===== src/rtl/correlator_readout_scheduler.sv =====
// rtl/correlator_readout_scheduler.sv - integration window timer and snapshot-to-UART frame serialiser
module correlator_readout_scheduler #(
  parameter int         NUM_INPUTS      = 12,
  parameter int         NUM_CORRELATORS = NUM_INPUTS*(NUM_INPUTS-1)/2,
  parameter int         RESOLUTION      = 16,
  parameter logic [7:0] HEADER_BYTE     = 8'hA5
) (
  input  logic                  clk,
  input  logic                  reset_n,
  input  logic                  enable,
  input  logic [31:0]           period,
  output logic                  integration_clk_pulse,
  output logic                  rd_en,
  output logic [7:0]            rd_addr,
  input  logic [RESOLUTION-1:0] rd_data,
  input  logic                  rd_valid,
  output logic [7:0]            tx_data,
  output logic                  tx_valid,
  input  logic                  tx_ready,
  output logic                  busy,
  output logic                  overrun
);

  localparam int NUM_WORDS = NUM_INPUTS + NUM_CORRELATORS;
  localparam int NUM_BYTES = RESOLUTION / 8;

  typedef enum logic [2:0] {IDLE, HEADER, REQ, WAIT, SEND, CHECK} state_t;

  state_t                state;
  logic [31:0]           count;
  logic [31:0]           p_hold;
  logic [7:0]            idx;
  logic [7:0]            byte_cnt;
  logic [RESOLUTION-1:0] word;
  logic [7:0]            checksum;

  logic [31:0] p_floor;
  logic [31:0] p_cur;
  logic        window_end;
  logic        tx_fire;

  // The window length is sampled only at count 0, so a period change lands on the next window.
  always_comb begin
    p_floor    = (period < 32'd2) ? 32'd2 : period;
    p_cur      = (count == 32'd0) ? p_floor : p_hold;
    window_end = (count == p_cur - 32'd1);
    tx_fire    = tx_valid && tx_ready;
  end

  always_ff @(posedge clk or negedge reset_n) begin
    if (!reset_n) begin
      state                 <= IDLE;
      count                 <= 32'd0;
      p_hold                <= 32'd0;
      idx                   <= 8'd0;
      byte_cnt              <= 8'd0;
      word                  <= '0;
      checksum              <= 8'd0;
      integration_clk_pulse <= 1'b0;
      rd_en                 <= 1'b0;
      rd_addr               <= 8'd0;
      tx_data               <= 8'd0;
      tx_valid              <= 1'b0;
      busy                  <= 1'b0;
      overrun               <= 1'b0;
    end else begin
      rd_en <= 1'b0;

      if (!enable) begin
        count                 <= 32'd0;
        integration_clk_pulse <= 1'b0;
        overrun               <= 1'b0;
      end else begin
        if (count == 32'd0) p_hold <= p_floor;
        if (window_end) begin
          count                 <= 32'd0;
          integration_clk_pulse <= 1'b1;
        end else begin
          count                 <= count + 32'd1;
          integration_clk_pulse <= 1'b0;
        end
        if (integration_clk_pulse && state != IDLE) overrun <= 1'b1;
      end

      case (state)
        IDLE: begin
          if (integration_clk_pulse) begin
            state    <= HEADER;
            busy     <= 1'b1;
            checksum <= 8'd0;
            idx      <= 8'd0;
            tx_data  <= HEADER_BYTE;
            tx_valid <= 1'b1;
          end
        end
        HEADER: begin
          if (tx_fire) begin
            tx_valid <= 1'b0;
            rd_en    <= 1'b1;
            rd_addr  <= idx;
            state    <= REQ;
          end
        end
        REQ: state <= WAIT;
        WAIT: begin
          if (rd_valid) begin
            tx_data  <= rd_data[RESOLUTION-1 -: 8];
            word     <= rd_data << 8;
            byte_cnt <= 8'd0;
            tx_valid <= 1'b1;
            state    <= SEND;
          end
        end
        SEND: begin
          if (tx_fire) begin
            checksum <= checksum ^ tx_data;
            if (byte_cnt == 8'(NUM_BYTES - 1)) begin
              if (idx == 8'(NUM_WORDS - 1)) begin
                // tx_valid stays high so the checksum follows back-to-back
                tx_data <= checksum ^ tx_data;
                state   <= CHECK;
              end else begin
                tx_valid <= 1'b0;
                idx      <= idx + 8'd1;
                rd_addr  <= idx + 8'd1;
                rd_en    <= 1'b1;
                state    <= REQ;
              end
            end else begin
              byte_cnt <= byte_cnt + 8'd1;
              tx_data  <= word[RESOLUTION-1 -: 8];
              word     <= word << 8;
            end
          end
        end
        CHECK: begin
          if (tx_fire) begin
            tx_valid <= 1'b0;
            busy     <= 1'b0;
            idx      <= 8'd0;
            state    <= IDLE;
          end
        end
        default: state <= IDLE;
      endcase
    end
  end

endmodule


===== config.mk =====
export PLATFORM = sky130hd
export DESIGN_NAME = correlator_readout_scheduler
export DESIGN_NICKNAME = d
export VERILOG_FILES = /design/src/rtl/correlator_readout_scheduler.sv
export SDC_FILE = /design/constraint.sdc
export NUM_CORES = 1
export LEC_CHECK = 0
export CAP_MARGIN = 10
export CORE_MARGIN = 2
export CORE_UTILIZATION = 30
export DETAILED_ROUTE_END_ITERATION = 8
export PLACE_DENSITY = 0.51
export SYNTH_ARGS = -nofsm -noshare
export SYNTH_HDL_FRONTEND = slang
export SYNTH_SLANG_ARGS = --single-unit

===== constraint.sdc =====
create_clock -name clk -period 7.45 [get_ports clk]
set_input_delay 1.49 -clock clk [delete_from_list [all_inputs] [get_ports clk]]
set_output_delay 1.49 -clock clk [all_outputs]
set_load 0.01 [all_outputs]

Word level (Yosys, flattened, before mapping)
Index checks and enable logic that the tools add are counted.
{"block": "totals", "reg_bits": 128, "output_inout_bits": 21, "word_cells": 113}
{"block": "classes", "add_sub_neg": 4, "n_lt_le_gt_ge": 1, "eq_ne": 19, "mux": 53, "bitwise_logic": 1, "n_reduce_logical": 21}
{"cell": "$mux 32", "count": 4}
{"cell": "$mux 8", "count": 15}
{"cell": "$mux 16", "count": 3}
{"cell": "$pmux 8 s2", "count": 3}
{"cell": "$pmux 8 s3", "count": 2}
{"cell": "$add 32x1->32 const B", "count": 1}
{"cell": "$eq 32x32->1", "count": 1}
{"cell": "$logic_not 32->1", "count": 1}
{"cell": "$lt 32x2->1 const B", "count": 1}
{"cell": "$pmux 16 s2", "count": 1}
{"cell": "$sub 32x1->32 const B", "count": 1}
{"cell": "$mux 3", "count": 7}
{"cell": "$pmux 3 s6", "count": 1}
{"cell": "$add 8x1->8 const B", "count": 2}
{"cell": "$ne 2x2->1 const B", "count": 8}
{"cell": "$mux 1", "count": 14}
{"cell": "$reduce_and 6->1", "count": 2}
{"cell": "$reduce_and 5->1", "count": 2}
{"cell": "$reduce_bool 3->1", "count": 3}
{"cell": "$eq 8x1->1 const B", "count": 1}
{"cell": "$eq 8x7->1 const B", "count": 1}
{"cell": "$reduce_bool 2->1", "count": 4}
{"cell": "$xor 8x8->8", "count": 1}
{"cell": "$reduce_and 7->1", "count": 1}
{"cell": "13 further kinds", "count": 19}

Depth between registers and ports, before layout
{"block": "depth", "depth_word": 7, "mapped_depth": 21, "ltp_nobuf": 18}

Worst setup path after synthesis
OpenSTA, ideal clock, no wires.
{"block": "synth_timing", "kind": "in2reg", "start": "input port period[9]", "end": "register count[10]", "arrival_time_ns": 6.553, "slack_ns": 0.779, "cell_stages": 18, "cell_sequence": "or3_1 -> or4_1 -> buf_2 -> or4_4 -> nor4_2 -> a2bb2oi_2 -> ha_1 -> or3b_2 -> or2_2 -> nor4_1 -> nand3_1 -> nor3_1 -> o211ai_1 -> a2111oi_0 -> nand4_1 -> nor4_4 -> buf_6 -> nor2_2"}
{"block": "synth_via", "elab_chain_len": 7}
{"item": "start, declared", "line_no": "11", "source": "input logic [31:0] period,"}
{"item": "$lt 32x2->1", "line_no": "44", "source": "p_floor = (period < 32'd2) ? 32'd2 : period;"}
{"item": "$mux 32 (*)", "line_no": "44"}
{"item": "$mux 32 (*)"}
{"item": "$sub 32x1->32 (*)", "line_no": "46", "source": "window_end = (count == p_cur - 32'd1);"}
{"item": "$eq 32x32->1 (*)", "line_no": "46"}
{"item": "$mux 32 (*)", "line_no": "75", "source": "if (window_end) begin"}
{"item": "$mux 32 (*)", "line_no": "69", "source": "if (!enable) begin"}
{"item": "end signal, assigned", "line_no": "79", "source": "count <= count + 32'd1;"}
{"item": "end, declared", "line_no": "30", "source": "logic [31:0] count;"}
Mark *: on every way between the ends. The rest lies on a longest branch, timed or not.
A chain may end at the register's enable or synchronous reset.

Worst setup path after layout
{"block": "layout_timing", "start": "input port period[22]", "end": "register integration_clk_pulse"}
{"block": "layout_via", "elab_chain_len": 7}
{"item": "$lt 32x2->1", "line_no": "44"}
{"item": "$mux 32 (*)", "line_no": "44"}
{"item": "$mux 32 (*)"}
{"item": "$sub 32x1->32 (*)", "line_no": "46"}
{"item": "$eq 32x32->1 (*)", "line_no": "46"}
{"item": "$mux 1 (*)", "line_no": "75"}
{"item": "$mux 1 (*)", "line_no": "69"}
{"item": "end signal, assigned", "line_no": "71", "source": "integration_clk_pulse <= 1'b0;"}
{"item": "end signal, assigned", "line_no": "77", "source": "integration_clk_pulse <= 1'b1;"}
{"item": "end signal, assigned", "line_no": "80", "source": "integration_clk_pulse <= 1'b0;"}
{"item": "end, declared", "line_no": "12", "source": "output logic integration_clk_pulse,"}
Marks and branches as above.

==> results.txt <==
----------------------------------------------------
[Placed design]
  Final RePlAce weighted congestion ... ~0.93
  Placed Cells incl. Taps ... ~1300
  Post-DP Area ... a little over 9000 um2
  PortBufs ... between 70 and 80
  DP Wirelength ... between 15000 and 20000 um

[Timing]
  Endpoints failing setup ... 0
  Slew headroom ... 0.358
  Clock period minus worst slack ... between 6 and 7 ns
  Slew of the pin with the lowest slew margin ... 0.963 ns
  Final Hold Vio Count ... 0
  Setup Skew ... about 0.015 ns
  Unrepaired setup endpoints after global routing ... false
  Post-route clock period utilization ... 0.931
  Count of final max-slew check failures ... 0
  FMAX ... ~140 MHz
  Total negative setup slack ... 0 ns

[Clock tree]
  Clock root buffer ... sky130_fd_sc_hd__clkbuf_16
  Clock tree from TritonCTS ... yes
  Source-to-sink clock delay at the later pin of the worst-skew pair ... between 0.4 and 0.5 ns
  Number of hold-repair buffers added at the cts stage ... 0
  Post-CTS Setup Repair Bufs ... 0
  Quantity of gates resized following cts ... 0
  Buffer depth of the longest clock path ... 2
  Count of clock tree sinks ... 120
  Number of buffers created by CTS ... 17
  Clock-pin slew reported for the worst setup and hold paths after clock tree synthesis ... about 0.070 ns
  Number of H-tree levels ... 4

[Power]
  Power share of the clock group ... 0.303
  Sequential share of power ... 0.380
  Logic pwr share ... 0.317
  IR Drop Worst-Case VDD ... approximately 0.00012 V
  Net switching power figure ... a little under 1000 uW
  Cell internal power dissipation ... between 1500 and 2000 uW
  Static leakage power ... slightly below 0.004 uW
  Power density over cell area ... approximately 270 nW/um2
  Switching Share ... 0.372

[Critical path]
  Endpoint kind of the worst setup timing path ... flop
  Critical path type ... primary input to flop
  Data required time at the worst endpoint ... around 7.8 ns
  Arrival time worst endpoint ... roughly 7.3 ns
  Worst-path fanout max ... 33
  Startpoint kind of the worst setup timing path ... primary input

[Die]
  Core box area ... between 20000 and 30000 um2
  Die outline width ... roughly 170 um
  Number of ports placed on the die boundary ... between 70 and 80
  Std-Cell Rows ... 60
  Chip height ... around 170 um
  Die outline area ... between 20000 and 30000 um2
  Starting Density ... 0.303

[Synth]
  Mean cell area of the mapped netlist ... between 8 and 9 um2
  Most area-hungry cell type in the Yosys netlist ... sky130_fd_sc_hd__dfrtp_1
  Part of the Yosys area used for sequential elements ... 0.369
  Flip-flop and latch count after synthesis ... 120
  Combinational family with the most area after synthesis ... simple AND/OR/NAND/NOR gates
  Xor-xnor portion of the synthesized cell area ... 0.102
  Share of synthesized area spent on multiplexers ... 0.0877
  Top FF cell, synth ... sky130_fd_sc_hd__dfrtp_1
  Synthesized instance count ... 936
  Count of flip-flops with a built-in enable after synthesis ... 0
  Count of distinct cell types in the synthesized netlist ... 62
  Total nets after synthesis ... between 900 and 1000
  Top post-synthesis cells by area ... sky130_fd_sc_hd__dfrtp_1 37%, sky130_fd_sc_hd__xnor2_1 6.9%, sky130_fd_sc_hd__mux2_2 4.7%, sky130_fd_sc_hd__nor2_1 4.2%, sky130_fd_sc_hd__nand2_1 4.2%
  Basic-gate share of the synthesized area counting and, or, nand and nor cells ... 0.258
  Fraction of the mapped netlist area in compound gates ... 0.131
  Total standard cell area after synthesis ... 8130 um2
  Warnings from Yosys ... 0
  Asr flop ratio synth ... 1.00
  Post-synthesis adder-cell area fraction ... 0.0123
  Top cell type's share of synthesized area ... 0.369

[Global routing]
  Overall routing resource usage ... 0.170
  Antenna violations before repair ... 0
  Via count of the first global-routing pass ... 6905
  Wire length of the first global-routing pass ... roughly 38000 um
  Maximum number of pins on one net before global-route repair ... between 60 and 70
  Overall overflow remaining after global route ... 0

[Flow run]
  Max-cap violations ... 0

[Final layout]
  Most common library cell in the layout ignoring fill and taps ... sky130_fd_sc_hd__dfrtp_1
  FF+latch area ... between 3000 and 4000 um2
  Multi-input combinational cell area ... 4810 um2
  Fill cells ... 2700
  ANT cells ... 0
  Finished layout cell area ... a little under 10000 um2
  Layout-stage area growth over the synthesis result ... 21.6%
  Number of nets in the layout ... between 1000 and 1500
  Most frequent cells in the layout ... 120 x sky130_fd_sc_hd__dfrtp_1, 92 x sky130_fd_sc_hd__nor2_1, 90 x sky130_fd_sc_hd__nand2_1
  Share of post-route cells with drive strength above 1 ... 0.137
  Final standard cell count with taps included and fillers excluded ... 1358

[Routing]
  Iteration-0 DRC Markers ... between 500 and 600
  First-pass iteration count of the detailed router ... 6
  Number of DRC violations after detailed routing ... 0
  Count of vias placed by the detailed router ... between 7000 and 8000
  Post-detailed-routing wire length ... about 23000 um
  Detailed-route wire length per cell ... around 17 um
  Via density per instance ... around 5.2
  Post-detailed-route count of antenna-violating nets ... 0

[Run status]
  Result of the run ... complete, no violations

[Worst hold path]
  Worst hold path class ... flop to flop

----------------------------------------------------
synthesized netlist by cell type, types with 9 or more instances:
master and number:
sky130_fd_sc_hd__nor3_1 24, sky130_fd_sc_hd__nor2b_1 10, sky130_fd_sc_hd__xnor2_1 64, sky130_fd_sc_hd__and3_1 20, sky130_fd_sc_hd__nand4_1 11, sky130_fd_sc_hd__o21ai_0 52, sky130_fd_sc_hd__nand2_1 91, sky130_fd_sc_hd__o211ai_1 11
sky130_fd_sc_hd__clkbuf_1 46, sky130_fd_sc_hd__nand3_1 39, sky130_fd_sc_hd__a21oi_1 33, sky130_fd_sc_hd__nor4_1 25, sky130_fd_sc_hd__xor2_1 31, sky130_fd_sc_hd__dfrtp_1 120, sky130_fd_sc_hd__a31oi_1 12, sky130_fd_sc_hd__nand2b_1 13
sky130_fd_sc_hd__nor2_1 92, sky130_fd_sc_hd__nor2_2 20, sky130_fd_sc_hd__inv_1 18, sky130_fd_sc_hd__and2_1 9, sky130_fd_sc_hd__mux2i_1 33, sky130_fd_sc_hd__or4_1 16, sky130_fd_sc_hd__mux2_2 34, sky130_fd_sc_hd__or3_1 11
flip-flops by register name, summed over array words and instances, names as in the netlist, 3 cells and up:
name	cells
word	8
p_hold	32
tx_data	8
state	3
byte_cnt	8
count	32
checksum	8
rd_addr	8
idx	8
worst paths after layout:
kind                                       from  slack (ns)                              end  depth (start not counted)
setup / recovery                     period[22]        0.51  integration_clk_pulse$_DFF_PN0_                         19
hold / removal             word[11]$_DFFE_PN0P_        0.51             word[11]$_DFFE_PN0P_                          1
setup reg to reg             count[0]$_DFF_PN0_        2.14  integration_clk_pulse$_DFF_PN0_                         21
hold reg to reg            word[11]$_DFFE_PN0P_        0.51             word[11]$_DFFE_PN0P_                          1
max in group asynchronous               reset_n        4.88          byte_cnt[5]$_DFFE_PN0P_                          3
min in group asynchronous               reset_n        1.02           p_hold[10]$_DFFE_PN0P_                          1
per-layer routing:
layer	share of wire	GRT usage	vias up
met5	0	0	-
met4	0.022	0.0558	0
met3	0.050	0.0325	36
met2	0.46	0.271	174
met1	0.47	0.232	3421
li1	-	-	3484
per-stage QoR:
step	setup slack [ns]	util	total power, uW	hold slack [ns]
6_report	0.512	0.369	2660	0.510
5_1_grt	0.0800	0.369	2830	0.514
4_1_cts	0.561	0.369	2680	0.507
3_5_place_dp	0.147	0.347	1860	0.487
3_3_place_gp	0.157	0.347	1850	0.486
2_1_floorplan	0.779	-	1530	0.467
cells by family after synthesis:
logic type,count (synthesis)
fa+ha+maj,8
buf+inv,77
flops,120
compound gates,163
xor+xnor,95
simple gates,406
mux,67
critical path, stage by stage:
cell                              delay [ns]
sky130_fd_sc_hd__clkdlybuf4s50_1        0.45
sky130_fd_sc_hd__or4_1                  0.56
sky130_fd_sc_hd__or3_1                  0.40
sky130_fd_sc_hd__or4_4                  0.58
sky130_fd_sc_hd__nor4_2                 0.31
sky130_fd_sc_hd__a2bb2oi_2              0.21
sky130_fd_sc_hd__ha_1                   0.20
sky130_fd_sc_hd__or3b_2                 0.48
sky130_fd_sc_hd__or2_2                  0.35
sky130_fd_sc_hd__nor4_1                 0.27
sky130_fd_sc_hd__buf_4                  0.17
sky130_fd_sc_hd__nand3_1                0.07
sky130_fd_sc_hd__nor3_1                 0.24
sky130_fd_sc_hd__o211ai_1               0.11
sky130_fd_sc_hd__a2111oi_0              0.38
sky130_fd_sc_hd__nand4_1                0.21
sky130_fd_sc_hd__nor4_4                 0.38
sky130_fd_sc_hd__buf_12                 0.26
sky130_fd_sc_hd__and2_1                 0.15
final cells by class:
type | instances | area share
Clock buffer | 17 | 0.0430
Clock inverter | 15 | 0.0153
Inverter | 18 | 0.00683
Multi-Input combinational cell | 739 | 0.486
Sequential cell | 120 | 0.304
Tap cell | 341 | 0.0432
Timing Repair Buffer | 108 | 0.101
power groups by stage:
stage | sequential, uW | combinational, uW | clock, uW
after floorplan | 963 | 565 | 0
after global routing | 1040 | 931 | 859
final | 1010 | 842 | 804
after detailed placement | 1020 | 838 | 0
after CTS | 1010 | 843 | 829
after global placement | 1010 | 834 | 0
Power figures use the tool's default switching activity.
